$ cat src/rtl/controlador_voltas_pkg.sv
// Shared types and defaults for the stopwatch sequencing controller.
// State encoding, lap memory geometry and lap counter width.
package controlador_voltas_pkg;

    typedef enum logic [1:0] {
        PARADO   = 2'd0,
        CONTANDO = 2'd1,
        PAUSADO  = 2'd2
    } estado_t;

    localparam int DEPTH_DEF  = 4;
    localparam int ADDR_W_DEF = 2;
    localparam int CNT_W_DEF  = ADDR_W_DEF + 1;

endpackage

$ cat src/rtl/controlador_voltas_ponteiro.sv
// ponteiro_voltas: lap log pointers (write slot, occupancy, read-back index)
// and the registered read address into the circular lap memory.
module ponteiro_voltas
    import controlador_voltas_pkg::*;
#(
    parameter int DEPTH  = DEPTH_DEF,
    parameter int ADDR_W = ADDR_W_DEF
) (
    input  logic              i_clock,
    input  logic              i_reset,
    input  logic              i_log_clear,
    input  logic              i_lap_write,
    input  logic              i_read_pulse,
    output logic [ADDR_W-1:0] o_wr_ptr,
    output logic [ADDR_W:0]   o_lap_count,
    output logic [ADDR_W-1:0] o_read_index,
    output logic [ADDR_W-1:0] o_mem_raddr,
    output logic              o_full,
    output logic              o_empty
);

    localparam logic [ADDR_W:0] L_DEPTH = (ADDR_W + 1)'(DEPTH);

    logic [ADDR_W-1:0] r_wr;
    logic [ADDR_W:0]   r_cnt;
    logic [ADDR_W-1:0] r_ri;
    logic [ADDR_W-1:0] r_raddr;
    logic              r_full;
    logic              r_empty;

    logic [ADDR_W-1:0] w_wr_nx;
    logic [ADDR_W:0]   w_cnt_nx;
    logic [ADDR_W-1:0] w_ri_nx;
    logic              w_full_nx;
    logic [ADDR_W-1:0] w_oldest_nx;
    logic [ADDR_W-1:0] w_raddr_nx;

    always_comb begin
        w_wr_nx  = r_wr;
        w_cnt_nx = r_cnt;
        w_ri_nx  = r_ri;
        if (i_log_clear) begin
            w_wr_nx  = '0;
            w_cnt_nx = '0;
            w_ri_nx  = '0;
        end else begin
            if (i_lap_write) begin
                w_wr_nx = r_wr + 1'b1;
                if (r_cnt != L_DEPTH)
                    w_cnt_nx = r_cnt + 1'b1;
            end
            // Wrap uses the occupancy before this cycle's lap.
            if (i_read_pulse && (r_cnt != '0)) begin
                if ({1'b0, r_ri} == (r_cnt - 1'b1))
                    w_ri_nx = '0;
                else
                    w_ri_nx = r_ri + 1'b1;
            end
        end
        w_full_nx   = (w_cnt_nx == L_DEPTH);
        w_oldest_nx = w_full_nx ? w_wr_nx : '0;
        w_raddr_nx  = w_oldest_nx + w_ri_nx;
    end

    always_ff @(posedge i_clock) begin
        if (i_reset) begin
            r_wr    <= '0;
            r_cnt   <= '0;
            r_ri    <= '0;
            r_raddr <= '0;
            r_full  <= 1'b0;
            r_empty <= 1'b1;
        end else begin
            r_wr    <= w_wr_nx;
            r_cnt   <= w_cnt_nx;
            r_ri    <= w_ri_nx;
            r_raddr <= w_raddr_nx;
            r_full  <= w_full_nx;
            r_empty <= (w_cnt_nx == '0);
        end
    end

    assign o_wr_ptr     = r_wr;
    assign o_lap_count  = r_cnt;
    assign o_read_index = r_ri;
    assign o_mem_raddr  = r_raddr;
    assign o_full       = r_full;
    assign o_empty      = r_empty;

endmodule

$ cat src/rtl/controlador_voltas.sv
// Stopwatch run/pause/clear FSM and lap-capture control.
// CONTROLADOR_VOLTAS_OVERWRITE_EN: laps while full overwrite the oldest slot.
module controlador_voltas
    import controlador_voltas_pkg::*;
#(
    parameter int DEPTH  = DEPTH_DEF,
    parameter int ADDR_W = ADDR_W_DEF
) (
    input  logic              i_clock,
    input  logic              i_reset,
    input  logic              i_start_stop_pulse,
    input  logic              i_lap_pulse,
    input  logic              i_read_pulse,
    input  logic              i_clear_pulse,
    output logic              o_counter_enable,
    output logic              o_counter_clear,
    output logic              o_mem_we,
    output logic [ADDR_W-1:0] o_mem_waddr,
    output logic [ADDR_W-1:0] o_mem_raddr,
    output logic [ADDR_W:0]   o_lap_count,
    output logic [ADDR_W-1:0] o_read_index,
    output logic              o_full,
    output logic              o_empty,
    output logic              o_lap_rejected
);

    estado_t           r_st;
    logic              r_ce;
    logic              r_cc;
    logic              r_we;
    logic [ADDR_W-1:0] r_waddr;
    logic              r_rej;

    estado_t           w_st_nx;
    logic              w_clr_cnt;
    logic              w_log_clr;
    logic              w_lap_ok;
    logic              w_lap_wr;
    logic              w_rej;
    logic              w_full;
    logic [ADDR_W-1:0] w_wr_ptr;

    always_comb begin
        w_st_nx   = r_st;
        w_clr_cnt = 1'b0;
        w_log_clr = 1'b0;
        w_lap_ok  = 1'b0;
        unique case (r_st)
            PARADO: begin
                if (i_clear_pulse)
                    w_log_clr = 1'b1;
                else if (i_start_stop_pulse)
                    w_st_nx = CONTANDO;
            end
            CONTANDO: begin
                if (i_start_stop_pulse)
                    w_st_nx = PAUSADO;
                w_lap_ok = i_lap_pulse;
            end
            PAUSADO: begin
                // Clear outranks both start_stop and a same-cycle lap.
                if (i_clear_pulse) begin
                    w_st_nx   = PARADO;
                    w_clr_cnt = 1'b1;
                end else begin
                    if (i_start_stop_pulse)
                        w_st_nx = CONTANDO;
                    w_lap_ok = i_lap_pulse;
                end
            end
            default: w_st_nx = PARADO;
        endcase
    end

`ifdef CONTROLADOR_VOLTAS_OVERWRITE_EN
    assign w_lap_wr = w_lap_ok;
    assign w_rej    = 1'b0;
`else
    assign w_lap_wr = w_lap_ok && !w_full;
    assign w_rej    = w_lap_ok && w_full;
`endif

    always_ff @(posedge i_clock) begin
        if (i_reset) begin
            r_st    <= PARADO;
            r_ce    <= 1'b0;
            r_cc    <= 1'b0;
            r_we    <= 1'b0;
            r_waddr <= '0;
            r_rej   <= 1'b0;
        end else begin
            r_st  <= w_st_nx;
            r_ce  <= (w_st_nx == CONTANDO);
            r_cc  <= w_clr_cnt;
            r_we  <= w_lap_wr;
            r_rej <= w_rej;
            if (w_lap_wr)
                r_waddr <= w_wr_ptr;
        end
    end

    ponteiro_voltas #(
        .DEPTH  (DEPTH),
        .ADDR_W (ADDR_W)
    ) u_ponteiro (
        .i_clock      (i_clock),
        .i_reset      (i_reset),
        .i_log_clear  (w_log_clr),
        .i_lap_write  (w_lap_wr),
        .i_read_pulse (i_read_pulse),
        .o_wr_ptr     (w_wr_ptr),
        .o_lap_count  (o_lap_count),
        .o_read_index (o_read_index),
        .o_mem_raddr  (o_mem_raddr),
        .o_full       (w_full),
        .o_empty      (o_empty)
    );

    assign o_counter_enable = r_ce;
    assign o_counter_clear  = r_cc;
    assign o_mem_we         = r_we;
    assign o_mem_waddr      = r_waddr;
    assign o_full           = w_full;
    assign o_lap_rejected   = r_rej;

endmodule

$ cat config.mk
export PLATFORM = sky130hd
export DESIGN_NAME = controlador_voltas
export DESIGN_NICKNAME = d
export VERILOG_FILES = /design/src/rtl/controlador_voltas_pkg.sv /design/src/rtl/controlador_voltas_ponteiro.sv /design/src/rtl/controlador_voltas.sv
export SDC_FILE = /design/constraint.sdc
export NUM_CORES = 1
export LEC_CHECK = 0
export ABC_AREA = 1
export ABC_CLOCK_PERIOD_IN_PS = 2350
export CAP_MARGIN = 20
export CORE_MARGIN = 5
export CORE_UTILIZATION = 40
export DETAILED_ROUTE_END_ITERATION = 8
export PLACE_DENSITY = 0.67
export SYNTH_ARGS = -nofsm -noshare
export SYNTH_HDL_FRONTEND = slang
export SYNTH_SLANG_ARGS = --single-unit
$ cat constraint.sdc
create_clock -name i_clock -period 2.35 [get_ports i_clock]
set_clock_uncertainty 0.2 [all_clocks]
set_input_delay 0.235 -clock i_clock [delete_from_list [all_inputs] [get_ports i_clock]]
set_output_delay 0.235 -clock i_clock [all_outputs]
set_load 0.1 [all_outputs]
=== Word level (Yosys, flattened, before mapping) ===
Index checks and enable logic that the tools add are counted.
W data, S select, Z words.

* RAM bits: 0
* Latch bits: 0
* Output and inout bits: 15
* ROM bits: 0
* Word-level logic and storage cells: 50
* Memories: 0
* Input port bits: 6
* Register bits: 19

* Eq/ne operators: 6
* Add/sub/neg operators: 5
* Shift operators: 0
* Multiplexer cells: 18
* Divide/modulo/power cells: 0
* Bitwise logic cells: 1
* Reduce and logical (&&, ||, !) cells: 8
* Multipliers: 0
* Magnitude comparators: 0

{| class="wikitable"
|+ Operator list
! kind !! count
|-
| $mux W2 || 10
|-
| $mux W3 || 3
|-
| $pmux W2 S3 || 1
|-
| $add A2 B1 Y2 const B || 2
|-
| $eq A2 B1 Y1 const B || 2
|-
| $add A3 B1 Y3 const B || 1
|-
| $eq A2 B3 Y1 || 1
|-
| $eq A3 B3 Y1 const B || 1
|-
| $logic_and A1 B1 Y1 || 3
|-
| $logic_not A3 Y1 || 1
|-
| $mux W1 || 3
|-
| $ne A3 B3 Y1 const B || 1
|-
| $reduce_bool A3 Y1 || 1
|-
| $sub A3 B1 Y3 const B || 1
|-
| $add A2 B2 Y2 || 1
|-
| $eq A2 B2 Y1 const B || 1
|-
| $logic_not A2 Y1 || 1
|-
| $pmux W1 S2 || 1
|-
| $reduce_or A2 Y1 || 1
|-
| $logic_not A1 Y1 || 1
|-
| $not A1 Y1 || 1
|}

=== Longest topological paths before layout ===
Gate-level depths: netlist (run 1).

* Depth after elaboration: 8
* Depth in mapped cells: 18

=== By module ===
From an unflattened synthesis (run 1), not the netlist that was laid out.

* Cells, all modules: 156
* Area total of the unflattened synthesis: 1092.3 µm²

{| class="wikitable"
|+ By module, submodules not included
! module !! area an instance (µm²) !! instances !! cells each !! sequential area each (µm²)
|-
| ponteiro_voltas || 636.9 || 1 || 93 || 220.2
|-
| controlador_voltas || 455.4 || 1 || 63 || 160.2
|}

=== Least setup slack after synthesis (run 1) ===
No wires, ideal clock.

* Path kind: register to register
* Start point: register u_ponteiro.r_cnt[0] (netlist: u_ponteiro.o_lap_count[0])
* End point: register u_ponteiro.r_raddr[1] (netlist: u_ponteiro.o_mem_raddr[1])
* Setup time: 0.113 ns
* Setup slack: -0.622 ns
* Cell stages (with the launch flop): 18
* Clock period less this slack: 2.972 ns
* Path buffers: 0
* Arrival: 2.659 ns
* Cell sequence: dfxtp_1 inv_1 ha_1 nand2_1 nand2_1 nand2_1 inv_1 nor2_1 nor2_1 nor2_2 nand2_1 nor2_1 ha_1 nand4_1 nand2_1 nand2_1 nand2_1 nor2_1

* Longest elaborated chain between the ends: 7
* Elaborated cells on any way between the ends: 15
* Classes of those cells: add/sub: 3; eq/ne: 3; mux: 7; reduce/logical: 2

{| class="wikitable"
|+ RTL lines
! item !! line !! text
|-
| start: declaration || controlador_voltas_ponteiro.sv:25 || <nowiki>logic [ADDR_W:0] r_cnt;</nowiki>
|-
| start signal: assignment || controlador_voltas_ponteiro.sv:75 || <nowiki>r_cnt <= w_cnt_nx;</nowiki>
|-
| $add A3 B1 Y3 / $ne A3 B3 Y1 (equally long branches) || controlador_voltas_ponteiro.sv:50, controlador_voltas_ponteiro.sv:49 ||
|-
| $mux W3 || controlador_voltas_ponteiro.sv:49 || <nowiki>if (r_cnt != L_DEPTH)</nowiki>
|-
| $mux W3 || controlador_voltas_ponteiro.sv:47 || <nowiki>if (i_lap_write) begin</nowiki>
|-
| $mux W3 || controlador_voltas_ponteiro.sv:42 || <nowiki>if (i_log_clear) begin</nowiki>
|-
| $eq A3 B3 Y1 || controlador_voltas_ponteiro.sv:60 || <nowiki>w_full_nx = (w_cnt_nx == L_DEPTH);</nowiki>
|-
| $mux W2 || controlador_voltas_ponteiro.sv:61 || <nowiki>w_oldest_nx = w_full_nx ? w_wr_nx : '0;</nowiki>
|-
| $add A2 B2 Y2 (*) || controlador_voltas_ponteiro.sv:62 || <nowiki>w_raddr_nx = w_oldest_nx + w_ri_nx;</nowiki>
|-
| end signal: assignment || controlador_voltas_ponteiro.sv:77 || <nowiki>r_raddr <= w_raddr_nx;</nowiki>
|-
| end: declaration || controlador_voltas_ponteiro.sv:27 || <nowiki>logic [ADDR_W-1:0] r_raddr;</nowiki>
|}

Mark *: on every way between the ends. The rest lies on a longest branch, timed or not.
A chain may end at the register's enable or synchronous reset.

=== Final worst setup path (run 1) ===
* Start point: register r_st[1]
* End point: register u_ponteiro.r_raddr[1] (netlist: u_ponteiro.o_mem_raddr[1])

* Longest elaborated chain between the ends: 8
* Elaborated cells on any way between the ends: 14
* Classes of those cells: add/sub: 1; eq/ne: 3; mux: 8; reduce/logical: 2

{| class="wikitable"
|+ RTL lines
! item !! line !! text
|-
| start: declaration || controlador_voltas.sv:27 || <nowiki>estado_t r_st;</nowiki>
|-
| start signal: assignment || controlador_voltas.sv:92 || <nowiki>r_st <= w_st_nx;</nowiki>
|-
| $eq A2 B2 Y1 / $eq A2 B1 Y1 (equally long branches) || controlador_voltas.sv:48 || <nowiki>unique case (r_st)</nowiki>
|-
| $pmux W1 S2 || controlador_voltas.sv:48 ||
|-
| $logic_and A1 B1 Y1 || controlador_voltas.sv:79 || <nowiki>assign w_lap_wr = w_lap_ok && !w_full;</nowiki>
|-
| $mux W3 || controlador_voltas_ponteiro.sv:47 ||
|-
| $mux W3 || controlador_voltas_ponteiro.sv:42 ||
|-
| $eq A3 B3 Y1 || controlador_voltas_ponteiro.sv:60 ||
|-
| $mux W2 || controlador_voltas_ponteiro.sv:61 ||
|-
| $add A2 B2 Y2 (*) || controlador_voltas_ponteiro.sv:62 ||
|}

Marked as above.

==> impl_results.md, run 1 <==
- Synth async-reset ratio: 0%
- Largest net degree at the start of global routing: 13
- Diodes inserted: 0
- Leakage: 0.644 nW
- Total power: 0.000624 W
- Port bufs: 20
- Hold slack: 255 ps
- Post-synth EDFFs: 0
- Total number of vias: 943
- Global-route wire length before repair: 3440 um
- Post-Syn Area: 1070 um2
- Fillers: 261
- Post-synth top area share: 35.4%
- Detailed Place HPWL: 1610 um
- Fin. Hold Viols: 0
- RSZ-0062 raised after global routing: true
- Ys Warns: 0
- Most area-hungry cell type in the Yosys netlist: dfxtp_1
- Routability congestion estimate: 0.858
- Grt ovf: 0
- Kind of critical path: reg -> reg
- Hold Startpoint: o_mem_waddr[1]
- CP Capture Type: flip-flop
- Status: complete, no violations
- Post-CTS Hold Buffers: 0
- Global Route Usage Sum: 11.9%
- Core footprint: 2520 um2
- Synth top area cells: dfxtp_1 35%, nand2_1 10%, ha_1 9.3%
- Power Density: 442 nW/um2
- Non-filler cells in the finished layout: 205
- Wirelength per Cell: 10.4 um
- Share of cells above drive strength 1: 37.1%
- Placed instance area: 1300 um2
- Vias per std cell: 4.60
- Reg2Reg Setup Slack: 90 ps
- Reg2reg start: r_st[1]
- Finished Cell Area: 1410 um2
- DR pass1 iterations: 4
- CP max FO: 6
- Flops & latches, synth: 19
- Die W: 61.8 um
- H-tree levels: 1
- Slew Limit Fails: 0
- Die Ht: 61.8 um
- Reg2Reg Depth: 17
- Min cycle time layout: 2260 ps
- Tcrit/Tclk final: 96.0%
- Num ports: 21
- Worst Setup EP: u_ponteiro.o_mem_raddr[1]
- R2R Path End: u_ponteiro.o_mem_raddr[1]
- Syn Nets: 159
- Die area: 3820 um2
- Crit path DAT: 2290 ps
- Longest Clk Path Bufs: 2
- Critical path origin: r_st[1]
- Clock Tree Root: clkbuf_4
- Seq/Total Area, Yosys: 35.4%
- Synth cell types: 27
- CP Data Required Time: 2390 ps
- TritonCTS clock tree: built
- # rows: 18
- Dpl cells: 197
- Initial antenna violation count: 0
- Clock Sinks: 19
- Reg clk slew, reported paths: 110 ps
- # setup viols final: 0
- Worst Hold Class: reg -> reg
- DRC viols: 0
- Clk_lat worst skew: 290 ps
- Nets: 190
- Avg Cell Area, Syn: 7.40 um2
- Iter 0 DRT Violations: 21
- Max Fclk: 443 MHz
- Area Growth Syn to Fin: 31.7%
- Mapped Cells: 145
- Max-cap viol count: 0
- Rel. slew slack: 68.8%
- Total Negative Setup Slacks: 0 ps
- Initial Util: 42.6%
- Startpoint Class: flip-flop
- Post-route ant nets: 0
- Synth cell count leaders: 30 x nand2_1, 21 x nor2_1, 19 x dfxtp_1, 19 x inv_1, 8 x ha_1
- Peak supply drop: 348 uV
- Vias in the first global route: 844
- Most common cell in the netlist: nand2_1
- Clock buffer count from CTS: 3
- Routed WL: 2130 um
- Slew @ Worst Pin: 466 ps
- Main flop type after synthesis: dfxtp_1
## final cells by class
class                   instances  area (um2)  share of cell area [%]
clock buffers                   4        26.3                    1.86
inverters                      24        97.6                    6.90
multi-input cells              99         628                    44.4
well taps                      30        37.5                    2.65
flip-flops and latches         19         394                    27.9
repair buffers                 29         230                    16.3
## report_power, final
group	internal (W)	leakage, nW	switching (W)
Sequential	0.000327	0.158	0.00000399
Combinational	0.0000437	0.472	0.0000841
Clock	0.0000659	0.0150	0.0000995
Total	0.000437	0.644	0.000188
## logic make-up after synthesis
group	share of synthesized area, %
compound gates	8.97
xor+xnor	3.26
fa+ha+maj	9.32
buf+inv	10.6
flops	35.4
simple gates	32.4
## worst max-delay path, cell delays in order (launching register included)
cell and delay (ps):
dfxtp_2 380, inv_4 60, ha_4 260, nand2_2 40, inv_2 80, nand3_4 120
nor2_4 140, nor2_2 50, nor2_2 140, nand2_1 90, nor2_1 120, ha_2 190
inv_1 40, nand2_1 50, nand2_1 60, nand2_1 60, nand2_1 50, nor2_1 90
## state kept, by name, summed over array words and instances, names as in the netlist
name and count:
o_counter_clear 1, o_counter_enable 1, o_lap_rejected 1, o_mem_waddr 2, o_mem_we 1, r_st 2, u_ponteiro.o_empty 1, u_ponteiro.o_full 1
u_ponteiro.o_lap_count 3, u_ponteiro.o_mem_raddr 2, u_ponteiro.o_read_index 2, u_ponteiro.o_wr_ptr 2
## per-stage QoR
step | utilization [%] | setup WS [ps]
after floorplan | - | 2.02
after global placement | 51.7 | 36.0
after detailed placement | 51.7 | -4.08
after CTS | 52.8 | 17.7
after global routing | 56.1 | -153
final | 56.1 | 93.4
## metal layers
metal | global-route usage [%] | wire, um | vias to the layer above
li1 | - | - | 508
met2 | 20.2 | 1020 | 16
met4 | 3.64 | 37 | 0
met1 | 14.9 | 993 | 415
met5 | 0 | 0 | -
met3 | 3.10 | 77 | 4
## placed cells by master (no fill, tap or decap), types with 4 or more instances in the layout
master	n
inv_2	6
nor2_2	4
nand2_1	29
nand3_1	5
nor3_1	4
dfxtp_2	5
nor2_1	19
inv_1	16
dfxtp_1	12
o21ai_0	6
clkdlybuf4s50_1	5
buf_4	24
## worst min path at each step
stage	cells past startpoint	endpoint
6_report	2	o_mem_waddr[1]
5_1_grt	2	o_mem_waddr[1]
4_1_cts	2	o_mem_waddr[1]
3_5_place_dp	2	o_mem_waddr[1]
3_3_place_gp	2	o_mem_waddr[1]
2_1_floorplan	2	o_counter_clear
## what timing repair did
action,4_1_cts,5_1_grt
pin swaps,0,9
cloned,0,0
gates resized for setup,1,16
buffers inserted,0,4
setup endpoints to repair,1,2
Power figures use the tool's default switching activity.
==> inputs of run 2 (changes only) <==
--- a/config.mk
+++ b/config.mk
@@ -9,9 +9,10 @@
 export ABC_CLOCK_PERIOD_IN_PS = 2350
 export CAP_MARGIN = 20
 export CORE_MARGIN = 5
-export CORE_UTILIZATION = 40
+export CORE_UTILIZATION = 50
 export DETAILED_ROUTE_END_ITERATION = 8
-export PLACE_DENSITY = 0.67
+export HOLD_SLACK_MARGIN = 0.02
+export PLACE_DENSITY = 0.81
 export SYNTH_ARGS = -nofsm -noshare
 export SYNTH_HDL_FRONTEND = slang
 export SYNTH_SLANG_ARGS = --single-unit
==> run 2 against run 1 <==
Compared with the run above: core utilization is 16 points higher; global-route usage up 2.3 points; non-clock buffer count up 2; combinational power about the same; total power is 0.95% higher; worst setup slack worse by 57 ps; critical endpoint unchanged; sequential share of layout area fell by 0.24 points; maximum frequency down 2.5%.
==> impl_results.md, run 2 (same netlist as run 1, synthesis figures left out) <==
- Max-cap viol count: 0 (unchanged)
- Flop pwr share: 52.8% (was 53.0%)
- Peak supply drop: 350 uV (was 348 uV)
- Fillers: 148 (was 261)
- Wirelength per Cell: 11.8 um (was 10.4 um)
- Die area: 3170 um2 (was 3820 um2)
- Placed instance area: 1290 um2 (was 1300 um2)
- Tcrit/Tclk final: 98.5% (was 96.0%)
- Max Fclk: 432 MHz (was 443 MHz)
- Routed WL: 2400 um (was 2130 um)
- Share of power burned in the clock network: 26.9% (was 26.5%)
- CP max FO: 6 (unchanged)
- Global-route wire length before repair: 3620 um (was 3440 um)
- Most common cell after layout, fill and taps aside: buf_4 (was nand2_1)
- Switching power share of the total: 31.2% (was 30.0%)
- Non-filler cells in the finished layout: 204 (was 205)
- DRC viols: 0 (unchanged)
- Port bufs: 20 (unchanged)
- CP Data Required Time: 2360 ps (was 2390 ps)
- Num ports: 21 (unchanged)
- Die W: 56.3 um (was 61.8 um)
- Slew @ Worst Pin: 280 ps (was 466 ps)
- Diodes inserted: 0 (unchanged)
- Longest Clk Path Bufs: 2 (unchanged)
- Max reg flops: 3 (unchanged)
- Kind of critical path: reg -> reg (unchanged)
- Routability congestion estimate: 0.807 (was 0.858)
- Placement Setup Slack: 35.4 ps (was -4.08 ps)
- # setup viols final: 0 (unchanged)
- Startpoint Class: flip-flop (unchanged)
- Crit path DAT: 2320 ps (was 2290 ps)
- Total number of vias: 1009 (was 943)
- Global Route Usage Sum: 14.3% (was 11.9%)
- Vias per std cell: 4.95 (was 4.60)
- # rows: 16 (was 18)
- Dpl cells: 193 (was 197)
- Fin. Hold Viols: 0 (unchanged)
- Vias in the first global route: 906 (was 844)
- Leakage: 0.656 nW (was 0.644 nW)
- Clock Tree Root: clkbuf_4 (unchanged)
- Detailed Place HPWL: 1660 um (was 1610 um)
- DR pass1 iterations: 4 (unchanged)
- Core footprint: 2000 um2 (was 2520 um2)
- Clk_lat worst skew: 300 ps (was 290 ps)
- H-tree levels: 1 (unchanged)
- Worst Hold Class: reg -> reg (unchanged)
- Rel. slew slack: 81.5% (was 68.8%)
- Largest net degree at the start of global routing: 13 (unchanged)
- CP Capture Type: flip-flop (unchanged)
- Switching power: 0.000197 W (was 0.000188 W)
- RSZ-0062 raised after global routing: true (unchanged)
- Grt ovf: 0 (unchanged)
- Share of cells above drive strength 1: 41.2% (was 37.1%)
- Min cycle time layout: 2310 ps (was 2260 ps)
- Clock Sinks: 19 (unchanged)
- Most frequent cells in the layout: 26 x buf_4, 24 x nand2_1, 19 x nor2_1 (was 29 x nand2_1, 24 x buf_4, 19 x nor2_1)
- Int Pwr: 0.000433 W (was 0.000437 W)
- Die Ht: 56.3 um (was 61.8 um)
- Power Density: 439 nW/um2 (was 442 nW/um2)
- Reg2Reg Setup Slack: 40 ps (was 90 ps)
- Initial Util: 53.6% (was 42.6%)
- Reg clk slew, reported paths: 110 ps (about the same)
- Nets: 192 (was 190)
- Status: complete, no violations (unchanged)
- Post-CTS Hold Buffers: 0 (unchanged)
- Area Growth Syn to Fin: 33.7% (was 31.7%)
- Final WS setup: 36.1 ps (was 93.4 ps)
- TritonCTS clock tree: built (unchanged)
- Iter 0 DRT Violations: 22 (was 21)
- Initial antenna violation count: 0 (unchanged)
- Post-route ant nets: 0 (unchanged)
- Comb power frac: 20.3% (was 20.5%)
- Finished Cell Area: 1440 um2 (was 1410 um2)
- Slew Limit Fails: 0 (unchanged)
- Clock buffer count from CTS: 3 (unchanged)
==> run 2: routing by layer <==
| metal | track usage [%] | routed length, um | share of wire [%] |
|---|---|---|---|
| met2 | 24.9 | 1300 | 54 |
| met4 | 7.80 | 59 | 2.5 |
| met5 | 0 | 0 | 0 |
| met1 | 15.6 | 951 | 40 |
| met3 | 3.67 | 94 | 3.9 |
==> run 2: layout make-up <==
| type | count | area (um2) | share of cell area, % |
|---|---|---|---|
| multi-input cells | 99 | 634 | 44.2 |
| well taps | 27 | 33.8 | 2.35 |
| flip-flops and latches | 19 | 397 | 27.6 |
| repair buffers | 31 | 245 | 17.1 |
| inverters | 24 | 97.6 | 6.80 |
| clock buffers | 3 | 22.5 | 1.57 |
| clock inverters | 1 | 5.00 | 0.349 |
==> run 2: metrics by stage <==
| stage | hold WS, ps | total power (W) | utilization (%) | setup TNS (ps) |
|---|---|---|---|---|
| after floorplan | 156 | 0.000420 | - | 0 |
| after detailed placement | 241 | 0.000451 | 64.6 | 0 |
| after global placement | 235 | 0.000449 | 64.6 | 0 |
| after global routing | 277 | 0.000656 | 71.7 | -143 |
| after CTS | 263 | 0.000619 | 65.9 | 0 |
| final | 257 | 0.000630 | 71.7 | 0 |
==> run 2: power by group through the flow <==
stage,registers [W],clock network [W],logic (W)
5_1_grt,0.000334,0.000185,0.000138
4_1_cts,0.000332,0.000174,0.000113
2_1_floorplan,0.000369,0,0.0000503
3_5_place_dp,0.000339,0,0.000112
6_report,0.000333,0.000170,0.000128
3_3_place_gp,0.000339,0,0.000110
==> run 2: repair_timing <==
item,4_1_cts,5_1_grt
setup endpoints to repair,0,2
gates resized for setup,0,23
setup buffers,0,7
endpoints found under the hold margin,0,0
==> run 2: path summary, 6_finish.rpt <==
path	start	depth (start not counted)	endpoint
worst min register to register	o_mem_waddr[1]	2	o_mem_waddr[1]
worst max register to register	r_st[0]	16	u_ponteiro.o_mem_raddr[1]
worst max-delay path	r_st[0]	16	u_ponteiro.o_mem_raddr[1]
worst min-delay path	o_mem_waddr[1]	2	o_mem_waddr[1]
==> run 2: worst max-delay path: stages (launching register included) <==
cell     delay [ps]
dfxtp_4         390
inv_4            50
ha_4            260
nand2_2          50
inv_2            80
nand3_4         120
nor2_4          160
nor2_2           40
nor2_2          140
nand2_1          80
nor2_1          110
ha_2            190
nand4_1         110
nand2_2          90
nand2_1          50
nand2_1          50
nor2_1           40
==> inputs of run 3 (changes only) <==
--- a/config.mk
+++ b/config.mk
@@ -6,7 +6,7 @@
 export NUM_CORES = 1
 export LEC_CHECK = 0
 export ABC_AREA = 1
-export ABC_CLOCK_PERIOD_IN_PS = 2350
+export ABC_CLOCK_PERIOD_IN_PS = 2200
 export CAP_MARGIN = 20
 export CORE_MARGIN = 5
 export CORE_UTILIZATION = 50
==> constraint.sdc (replaced) <==
create_clock -name i_clock -period 2.2 [get_ports i_clock]
set_clock_uncertainty 0.2 [all_clocks]
set_input_delay 0.22 -clock i_clock [delete_from_list [all_inputs] [get_ports i_clock]]
set_output_delay 0.22 -clock i_clock [all_outputs]
set_load 0.1 [all_outputs]
==> run 3 against run 2 <==
Compared with the run above: the flow now finishes with violations (setup timing); sequential power grew 6.6%; first-iteration DRC count grew 77%; clock power grew 4%; routed wire length grew 6.7%; combinational power grew 22%; non-clock buffer count is the same; final cell count is the same; global-route usage grew 1.7 points; flip-flop and latch count is the same; via count grew 0.59%; critical path type unchanged; critical endpoint unchanged.
==> impl_results.md, run 3 (same netlist as run 1, synthesis figures left out) <==
- Grt ovf: 0 (unchanged)
- Reg clk slew, reported paths: 110 ps (about the same)
- CP max FO: 6 (unchanged)
- DR pass1 iterations: 4 (unchanged)
- Die area: 3170 um2 (unchanged)
- Worst Hold Depth: 2 (unchanged)
- Clock Tree Root: clkbuf_4 (unchanged)
- Max Fclk: 444 MHz (was 432 MHz)
- Detailed Place HPWL: 1850 um (was 1660 um)
- Largest net degree at the start of global routing: 13 (unchanged)
- Iter 0 DRT Violations: 39 (was 22)
- CP Capture Type: flip-flop (unchanged)
- Die Ht: 56.3 um (unchanged)
- # rows: 16 (unchanged)
- Share of cells above drive strength 1: 43.5% (was 41.2%)
- Worst Hold Class: reg -> reg (unchanged)
- Vias per std cell: 4.98 (was 4.95)
- RSZ-0062 raised after global routing: true (unchanged)
- Max-cap viol count: 0 (unchanged)
- Startpoint Class: flip-flop (unchanged)
- Hold Startpoint: o_mem_waddr[1] (unchanged)
- Switching power: 0.000212 W (was 0.000197 W)
- Reg2Reg Setup Slack: -50 ps (was 40 ps)
- Worst Hold End: o_mem_waddr[1] (unchanged)
- Initial antenna violation count: 0 (unchanged)
- Clock buffer count from CTS: 3 (unchanged)
- Wirelength per Cell: 12.6 um (was 11.8 um)
- Slew Limit Fails: 0 (unchanged)
- Nets: 192 (unchanged)
- Switching power share of the total: 30.8% (was 31.2%)
- Min cycle time layout: 2250 ps (was 2310 ps)
- Fin. Hold Viols: 0 (unchanged)
- Power Density: 458 nW/um2 (was 439 nW/um2)
- Finished Cell Area: 1500 um2 (was 1440 um2)
- Leakage: 0.675 nW (was 0.656 nW)
- Int Pwr: 0.000475 W (was 0.000433 W)
- Share of power burned in the clock network: 25.6% (was 26.9%)
- Vias in the first global route: 973 (was 906)
- Hold slack: 269 ps (was 257 ps)
- Peak supply drop: 414 uV (was 350 uV)
- Failing checks: setup timing
- Crit path DAT: 2250 ps (was 2320 ps)
- Rel. slew slack: 66.7% (was 81.5%)
- CP Data Required Time: 2200 ps (was 2360 ps)
- # setup viols final: 1 (was 0)
- Initial Util: 53.6% (unchanged)
- Clk_lat worst skew: 290 ps (was 300 ps)
- DRC viols: 0 (unchanged)
- Die W: 56.3 um (unchanged)
- Routed WL: 2560 um (was 2400 um)
- Diodes inserted: 0 (unchanged)
- Reg2Reg Depth: 16 (unchanged)
- Slew @ Worst Pin: 498 ps (was 280 ps)
- Routability congestion estimate: 0.819 (was 0.807)
- Comb power frac: 22.8% (was 20.3%)
- Flop pwr share: 51.7% (was 52.8%)
- Core footprint: 2000 um2 (unchanged)
- Final WS setup: -52.2 ps (was 36.1 ps)
- TritonCTS clock tree: built (unchanged)
- Fillers: 153 (was 148)
- Global-route wire length before repair: 4100 um (was 3620 um)
- Post-CTS Hold Buffers: 0 (unchanged)
- R2R Path End: u_ponteiro.o_mem_raddr[1] (unchanged)
- Tcrit/Tclk final: 102% (was 98.5%)
- Reg2reg start: r_st[1] (was r_st[0])
- Num ports: 21 (unchanged)
- Status: finished with violations (was complete, no violations)
- Area Growth Syn to Fin: 39.6% (was 33.7%)
- Post-layout util: 74.9% (was 71.7%)
- Longest Clk Path Bufs: 2 (unchanged)
- Post-route ant nets: 0 (unchanged)
- Clock Sinks: 19 (unchanged)
- Placed instance area: 1340 um2 (was 1290 um2)
- Total number of vias: 1015 (was 1009)
- Global Route Usage Sum: 16.0% (was 14.3%)
- Kind of critical path: reg -> reg (unchanged)
- Max reg flops: 3 (unchanged)
- H-tree levels: 1 (unchanged)
- Port bufs: 20 (unchanged)
- Most frequent cells in the layout: 24 x nand2_1, 24 x buf_4, 17 x nor2_1 (was 26 x buf_4, 24 x nand2_1, 19 x nor2_1)
==> run 3: changes by cell type in the layout (fill, tap and decap cells not counted), moves of 3 or more <==
cell     delta
nand2_4     +3
inv_2       -3
nand2_2     -3
inv_4       +3
==> run 3: how the worst max path moves through the flow <==
stage / startpoint / to / slack, ps / depth (start not counted)
after floorplan: u_ponteiro.o_lap_count[0] / u_ponteiro.o_mem_raddr[1] / -20 / 17
after global placement: i_clear_pulse / u_ponteiro.o_mem_raddr[1] / 20 / 17
after detailed placement: i_clear_pulse / u_ponteiro.o_mem_raddr[1] / -70 / 16
after CTS: r_st[0] / u_ponteiro.o_mem_raddr[1] / -10 / 18
after global routing: r_st[0] / u_ponteiro.o_mem_raddr[1] / -240 / 16
final: r_st[1] / u_ponteiro.o_mem_raddr[1] / -50 / 16
==> run 3: layer usage <==
layer / routed length [um] / share of wire (%) / vias up / GRT usage (%)
met5: 0 / 0 / - / 0
li1: - / - / 511 / -
met2: 1330 / 52 / 24 / 28.7
met4: 26 / 1.0 / 0 / 5.76
met1: 1080 / 42 / 476 / 18.3
met3: 127 / 5.0 / 4 / 3.67
==> run 3: power groups by stage <==
| stage | Combinational, W | Clock (W) | Sequential [W] |
|---|---|---|---|
| after global routing | 0.000168 | 0.000199 | 0.000356 |
| after detailed placement | 0.000130 | 0 | 0.000361 |
| after CTS | 0.000143 | 0.000177 | 0.000354 |
| after floorplan | 0.0000539 | 0 | 0.000395 |
| after global placement | 0.000127 | 0 | 0.000361 |
| final | 0.000156 | 0.000176 | 0.000355 |
==> run 3: timing repair <==
item                                    4_1_cts  5_1_grt
resized for setup                            19       14
pin swaps                                    12       12
endpoints found under the setup margin        1        2
setup buffers                                 0        2
cloned                                        0        0
==> run 3: through the flow <==
| stage | worst slack (ps) | TNS, ps | total power (W) | instances |
|---|---|---|---|---|
| finish | -52.2 | -52.2 | 0.000687 | 204 |
| global route | -243 | -263 | 0.000724 | 204 |
| CTS | -11.5 | -11.5 | 0.000674 | 202 |
| detailed placement | -69.7 | -69.7 | 0.000491 | 198 |
| global placement | 24.4 | 0 | 0.000488 | 198 |
| floorplan | -15.1 | -15.1 | 0.000449 | 145 |
==> run 3: worst max-delay path: stages, from the launching register on <==
cell and delay [ps]:
dfxtp_2 350, inv_2 60, ha_4 270, nand2_4 50, inv_4 60, nand3_4 140, nand2_4 120, o21ai_4 70
nor2_2 140, nand2_2 70, nor2_2 90, ha_2 190, nand4_1 110, nand2_2 100, nand2_2 40, nand2_1 50
nor2_1 40
==> run 3: layout make-up <==
class / count / area, um2 / share of cell area, %
multi-input combinational: 99 / 686 / 45.7
sequential: 19 / 395 / 26.4
timing repair buffer: 31 / 253 / 16.9
inverter: 24 / 105 / 7.01
tap: 27 / 33.8 / 2.25
clock buffer: 4 / 26.3 / 1.75
